<file path="src/rtl/cache_types.sv">
// Shared cache-side types; holds the state encoding of the line/burst adapter.
package cache_types;

    typedef enum logic [2:0] {
        IDLE,
        RD_REQ,
        RD_DATA,
        WR_BURST,
        RESP
    } adapter_state_t;

endpackage

</file>
<file path="src/rtl/cacheline_adapter.sv">
// Converts one cache-line read/writeback into a BEATS-long burst on the 64-bit memory port
// and hands back a full line with a single-cycle dfp_resp.
module cacheline_adapter
    import cache_types::*;
#(
    parameter int ADDR_WIDTH = 32,
    parameter int LINE_WIDTH = 256,
    parameter int BEAT_WIDTH = 64
) (
    input  logic                  clk,
    input  logic                  rst,

    input  logic [ADDR_WIDTH-1:0] dfp_addr,
    input  logic                  dfp_read,
    input  logic                  dfp_write,
    input  logic [LINE_WIDTH-1:0] dfp_wdata,
    output logic [LINE_WIDTH-1:0] dfp_rdata,
    output logic                  dfp_resp,

    output logic [ADDR_WIDTH-1:0] bmem_addr,
    output logic                  bmem_read,
    output logic                  bmem_write,
    output logic [BEAT_WIDTH-1:0] bmem_wdata,
    input  logic                  bmem_ready,
    input  logic [ADDR_WIDTH-1:0] bmem_raddr,
    input  logic [BEAT_WIDTH-1:0] bmem_rdata,
    input  logic                  bmem_rvalid
);

    localparam int BEATS = LINE_WIDTH / BEAT_WIDTH;
    localparam int CNT_W = $clog2(BEATS);
    localparam int OFF_W = $clog2(LINE_WIDTH / 8);

    adapter_state_t          state, state_n;
    logic [CNT_W-1:0]        cnt;
    logic [ADDR_WIDTH-1:0]   addr_q;
    logic [LINE_WIDTH-1:0]   wline;
    logic [LINE_WIDTH-1:0]   rline;
    logic                    last_beat;
    logic                    beat_hit;
    logic [ADDR_WIDTH-1:0]   line_addr;

    // Byte offset within the line is never forwarded to memory.
    logic unused_addr_bits;
    assign unused_addr_bits = ^dfp_addr[OFF_W-1:0];

    assign line_addr = {dfp_addr[ADDR_WIDTH-1:OFF_W], {OFF_W{1'b0}}};
    assign last_beat = (cnt == CNT_W'(BEATS - 1));
    // Only beats tagged with our own line address belong to this transaction.
    assign beat_hit  = bmem_rvalid && (bmem_raddr == addr_q);

    always_ff @(posedge clk) begin
        if (rst) begin
            state  <= IDLE;
            cnt    <= '0;
            addr_q <= '0;
            wline  <= '0;
            rline  <= '0;
        end else begin
            state <= state_n;
            unique case (state)
                IDLE: begin
                    cnt <= '0;
                    if (dfp_read || dfp_write) addr_q <= line_addr;
                    if (dfp_write)             wline  <= dfp_wdata;
                end
                RD_DATA: begin
                    if (beat_hit) begin
                        rline[int'(cnt)*BEAT_WIDTH +: BEAT_WIDTH] <= bmem_rdata;
                        cnt <= last_beat ? '0 : cnt + 1'b1;
                    end
                end
                WR_BURST: begin
                    if (bmem_ready) cnt <= last_beat ? '0 : cnt + 1'b1;
                end
                default: ;
            endcase
        end
    end

    // All outputs come from registered state, so dfp_* never reaches bmem_* combinationally.
    always_comb begin
        state_n    = state;
        bmem_read  = 1'b0;
        bmem_write = 1'b0;
        bmem_addr  = '0;
        bmem_wdata = '0;
        dfp_resp   = 1'b0;
        dfp_rdata  = '0;
        unique case (state)
            IDLE: begin
                if (dfp_write)     state_n = WR_BURST;
                else if (dfp_read) state_n = RD_REQ;
            end
            RD_REQ: begin
                bmem_read = 1'b1;
                bmem_addr = addr_q;
                if (bmem_ready) state_n = RD_DATA;
            end
            RD_DATA: begin
                if (beat_hit && last_beat) state_n = RESP;
            end
            WR_BURST: begin
                bmem_write = 1'b1;
                bmem_addr  = addr_q;
                bmem_wdata = wline[int'(cnt)*BEAT_WIDTH +: BEAT_WIDTH];
                if (bmem_ready && last_beat) state_n = RESP;
            end
            RESP: begin
                dfp_resp  = 1'b1;
                dfp_rdata = rline;
                state_n   = IDLE;
            end
            default: state_n = IDLE;
        endcase
    end

endmodule

</file>
<file path="config.mk">
export PLATFORM = sky130hd
export DESIGN_NAME = cacheline_adapter
export DESIGN_NICKNAME = d
export VERILOG_FILES = /design/src/rtl/cache_types.sv /design/src/rtl/cacheline_adapter.sv
export SDC_FILE = /design/constraint.sdc
export NUM_CORES = 1
export LEC_CHECK = 0
export BUFFER_PORTS_ARGS = -buffer_cell sky130_fd_sc_hd__buf_2
export CAP_MARGIN = 20
export CORE_AREA = 2 2 288 290
export CTS_BUF_LIST = sky130_fd_sc_hd__clkbuf_8
export CTS_CLUSTER_SIZE = 16
export DETAILED_ROUTE_END_ITERATION = 10
export DIE_AREA = 0 0 290 292
export PLACE_DENSITY = 0.5
export SYNTH_ARGS = -nofsm -noshare
export SYNTH_HDL_FRONTEND = slang
export SYNTH_SLANG_ARGS = --single-unit
</file>
<file path="constraint.sdc">
create_clock -name clk -period 3.2 [get_ports clk]
set_input_delay 0.64 -clock clk [delete_from_list [all_inputs] [get_ports clk]]
set_output_delay 0.64 -clock clk [all_outputs]
set_load 0.02 [all_outputs]
</file>
## Word level (Yosys, flattened, before mapping)

Index checks and enable logic that the tools add are counted.

| storage, ports and cells | value |
|---|---|
| logic and storage cells | 51 |
| register bits after elaboration | 544 |

| operators by class | value |
|---|---|
| add/subtract/negate cells | 2 |
| equality and inequality tests | 12 |
| mux-type cells | 17 |
| shift operators | 3 |
| reduce and logical (&&, ||, !) cells | 12 |

Operator list:

| cell | count |
|---|---|
| 256-bit bitwise mux | 1 |
| 256-bit 2-to-1 mux | 1 |
| 64-bit by 33-bit variable shift with 256-bit output, first input constant | 1 |
| 256-bit by 9-bit variable part select with 64-bit output | 1 |
| 64-bit by 33-bit variable part select with 256-bit output | 1 |
| 64-bit 2-to-1 mux | 1 |
| 8-bit negator with 33-bit output | 1 |
| 32-bit == test | 1 |
| 32-bit 2-to-1 mux | 1 |
| 3-bit 2-to-1 mux | 5 |
| 3-bit case mux with 4 select lines | 1 |
| 2-bit != test, second input constant | 5 |
| 3-bit by 2-bit == test with 1-bit output, second input constant | 2 |
| 2-bit 2-to-1 mux | 3 |
| 2-bit case mux with 3 select lines | 1 |
| 2-bit AND reduction | 3 |
| 4-bit AND reduction | 1 |
| 3-bit by 1-bit == test with 1-bit output, second input constant | 1 |
| 3-bit == test, second input constant | 1 |
| 1-bit logical AND | 3 |
| 3-bit logical NOT | 1 |
| 1-bit 2-to-1 mux | 3 |
| 3-bit != test, second input constant | 1 |
| 3-bit AND reduction | 1 |
| 5 further kinds | 5 |

## Depth between registers and ports, before layout

| logic depth | value |
|---|---|
| depth in word-level cells | 5 |
| gate-level depth with buffers | 11 |
| gate-level depth less buffers | 7 |

## Worst setup path before layout

Ideal clock, no wire load.

| path | value |
|---|---|
| kind | reg-to-reg |
| from | register cnt[1] |
| to | register rline[225] |
| setup slack | 564 ps |
| clock period less this slack | 2636 ps |
| data required time | 3130 ps |
| cell stages (with the launch flop) | 9 |
| path buffers | 3 |
| library setup time | 70 ps |
| arrival | 2566 ps |
| cells stage by stage | dfxtp_1 > clkbuf_1 > clkbuf_1 > inv_1 > ha_1 > nor3_1 > clkbuf_1 > nand3_1 > a21oi_1 |

| on the way | value |
|---|---|
| word-level cells in the longest chain between the ends | 3 |

RTL lines:

| what | line | text |
|---|---|---|
| start: declaration | cacheline_adapter.sv:35 | `logic [CNT_W-1:0] cnt;` |
| start signal: assignment | cacheline_adapter.sv:70 | `cnt <= last_beat ? '0 : cnt + 1'b1;` |
| start signal: assignment | cacheline_adapter.sv:74 | `if (bmem_ready) cnt <= last_beat ? '0 : cnt + 1'b1;` |
| 8-bit negator with 33-bit output (*) | cacheline_adapter.sv:69 | `rline[int'(cnt)*BEAT_WIDTH +: BEAT_WIDTH] <= bmem_rdata;` |
| 64-bit by 33-bit variable part select with 256-bit output or 64-bit by 33-bit variable shift with 256-bit output (tied branches) | cacheline_adapter.sv:69 |  |
| 256-bit bitwise mux (*) | cacheline_adapter.sv:69 |  |
| end signal: indexed assignment | cacheline_adapter.sv:69 |  |
| end: declaration | cacheline_adapter.sv:38 | `logic [LINE_WIDTH-1:0] rline;` |

Mark *: on every way between the ends. The rest lies on a longest branch, timed or not.
A chain may end at the register's enable or synchronous reset.

## Worst setup path after layout

| path | value |
|---|---|
| from | register state[0] |
| to | output port bmem_wdata[63] |

| on the way | value |
|---|---|
| word-level cells in the longest chain between the ends | 2 |

RTL lines:

| what | line | text |
|---|---|---|
| start: declaration | cacheline_adapter.sv:34 | `adapter_state_t state, state_n;` |
| start signal: assignment | cacheline_adapter.sv:60 | `state <= state_n;` |
| 3-bit by 2-bit == test with 1-bit output | cacheline_adapter.sv:90 | `unique case (state)` |
| 64-bit 2-to-1 mux | cacheline_adapter.sv:90 |  |
| end: declaration | cacheline_adapter.sv:23 | `output logic [BEAT_WIDTH-1:0] bmem_wdata,` |

No other way between the ends.

==> flow_summary.ini <==
[clock_network]
cts_tree = yes
clkSlewWorstSetupHoldPaths_ns = 0.06
cts_root_buffer = sky130_fd_sc_hd__clkbuf_8
ctsLongestPathBuffers = 3
worst_skew_pair_latency_ns = 0.70
h-tree-depth = 3
clock_buffer_count_from_cts = 101
cts.sink_count = 544

[worst_setup_path]
cpPeakStageDelay_ns = 0.58
critical_path.cell_chain = nor2b_4 -> buf_12 -> and3_1 -> buf_2
kind_of_capture_point_of_the_worst_setup_path = output pin
crit_required_ns = 2.56
critPathLaunch = state[0]
critPathMaxFanout = 74
worstSetupStartpointType = flip-flop
critPathBufInv = 2
critical_path_class = flip-flop to output pin
critical_path_cell_with_the_highest_stage_delay = sky130_fd_sc_hd__dfxtp_1
rr_startpoint = cnt[1]
arrival_ns = 2.41
worst_path_dominant_cell_family = flip-flops

[timing]
worst_slew_pin_tran_ns = 1.052
rsz0062_at_grt = false
maxSlewViolCount = 0
finalHoldViolCount = 0
setup_viol = 0
timing.clock.skew_ns = 0.05374
slew_headroom = 0.2987
tns_ns = 0
timing.final.crit_share = 0.9531
final.min_clock_period_ns = 3.050
maximum_operating_frequency_ghz = 0.3279

[floorplan]
coreArea_um2 = 81580
floorplan.die_area_um2 = 84680
rows = 105
die_y_um = 292
initial_core_utilization = 0.2916
die_x_um = 290
pin_count = 745

[final_layout]
nets = 4016
highest_count_cells_in_the_layout_ignoring_fill_and_taps = sky130_fd_sc_hd__nand2_1 (834), sky130_fd_sc_hd__buf_2 (733), sky130_fd_sc_hd__a21oi_1 (542)
fraction_of_layout_cells_with_a_size_suffix_above_1 = 0.2806
design_area_um2 = 30730
layout_commonest_cell = sky130_fd_sc_hd__nand2_1
post_layout_nonfiller_instances = 4784
final_util = 0.3766
area_growth_pct = 29.15

[global_routing]
initial_antenna_violation_count = 29
grt_start_max_net_pins = 211
globalRoute.totalOverflow = 0
grt.total_usage = 0.2163
grt_pass1_wl_um = 141600
grt_pass1_vias = 22240

[pwr]
post-layout-total-power_uw = 15760
power_density_nw_per_um2 = 512.9
max-vdd-ir-drop_mv = 0.2789
leakage_uw = 0.01294

[placement]
hpwl_um = 67490
placed_area_um2 = 28580
placedCellCount = 4582
placement.io_buffers = 734
place.gp.congestion = 0.8280

[run]
max_cap_violations = 0

[logic_synthesis]
ys_seq_elements = 544
post_synth_arst_share = 0
number_of_enable_type_register_cells_in_the_synthesized_netlist = 0
syn-cell-area_um2 = 23790
synthesis.yosys.warnings = 0
dominantRegCellSynth = sky130_fd_sc_hd__dfxtp_1
synthesis.instances = 2969
postSynthAreaPerCell_um2 = 8.013
ys_seq_area_frac = 0.4578
post_synth_num_cell_types = 38

[min_path]
worstHoldPathType = input pin to flip-flop
hold_start = dfp_wdata[219]

[routing]
wl_um = 96380
drc = 0
detail_route.first_pass.iterations = 5
drtIter0Drc = 1389
route.antenna.remaining_nets = 0
routed-via-count = 23190
viasPerCell = 4.848
wire_per_inst_um = 20.15

[run_status]
outcome = finished, final reports clean
-- path summary, 6_finish.rpt --
| kind | to | slack [ns] | cells past startpoint |
|---|---|---|---|
| max | bmem_wdata[63] | 0.15 | 4 |
| min | wline[219] | 0.16 | 3 |
| max reg2reg | rline[246] | 0.74 | 9 |
| min reg2reg | rline[229] | 0.44 | 2 |
-- metal layers --
metal  track usage  routed length [µm]  up-vias
li1              -                   -    11250
met1        0.2606               39580    10940
met2        0.3660               46500      790
met3       0.05945                6764      193
met4       0.08410                3371       26
met5             0                 165        -
-- tightest hold or removal path, stage by stage --
cell,delay [ns]
sky130_fd_sc_hd__buf_2,0.09
sky130_fd_sc_hd__nand2_1,0.04
sky130_fd_sc_hd__a21oi_1,0.05
-- final cells by class --
| type | count | area, µm² |
|---|---|---|
| Antenna cell | 18 | 45.04 |
| Inverter | 9 | 33.78 |
| Clock buffer | 124 | 1707 |
| Fill cell | 8817 | 50860 |
| Sequential cell | 544 | 10900 |
| Tap cell | 1070 | 1339 |
| Clock inverter | 55 | 322.8 |
| Multi-Input combinational cell | 2151 | 11600 |
| Timing Repair Buffer | 813 | 4781 |
-- metrics by stage --
stage | setup slack [ns] | hold WS [ns]
2_1_floorplan | 0.5637 | 0.4273
3_3_place_gp | 0.1427 | 0.4339
3_5_place_dp | 0.1201 | 0.4392
4_1_cts | 0.03358 | 0.07596
5_1_grt | 0.01294 | 0.1006
6_report | 0.1501 | 0.1573
-- cell usage after synthesis (all sizes together) (2+ instances only) --
cell     count  area share
nand4       10      0.0026
xnor2       14      0.0052
nor3b        5      0.0021
a21oi      542        0.11
clkbuf     202       0.032
nor2         5     0.00079
mux2i        2     0.00084
nand3      258       0.054
inv          9      0.0014
nand2b      16      0.0042
xor2         3      0.0011
dfxtp      544        0.46
and3        65       0.017
buf         67       0.025
nor2b        2     0.00053
and2       285       0.075
o21ai        4     0.00084
and4         4      0.0015
nor3         8      0.0017
nor4         7      0.0031
ha           6      0.0032
a221o        2     0.00084
nand2      835        0.13
mux4        64       0.061
o2111ai      4      0.0015
-- repair_timing --
item | 4_1_cts | 5_1_grt
pin swaps | 0 | 1
setup endpoints to repair | 139 | 51
setup buffers | 3 | 1
gates cloned | 0 | 1
endpoints found under the hold margin | 0 | 0
hold buffers | 0 | 0
resized for setup | 1 | 3
-- logic make-up (layout without fill, tap and decap cells) --
family,Yosys count,count (layout),synth area share
compound gates,556,556,0.1185
xor+xnor,17,17,0.006259
fa+ha+maj,6,6,0.003155
buf+inv,278,1001,0.05780
flops,544,544,0.4578
mux,66,66,0.06143
other cells,1,23,0.0001576
simple gates,1501,1501,0.2949
-- flip-flops by register name, indices dropped and copies added (netlist names) --
signal / count
wline: 256
cnt: 2
state: 3
rline: 256
addr_q: 27
-- where the power goes --
group	internal (µW)	switching (µW)	total [µW]
Combinational	671	1150	1820
Clock	3600	3150	6750
Sequential	7030	161	7190
Total	11300	4460	15800
(Power assumes the default switching activity.)
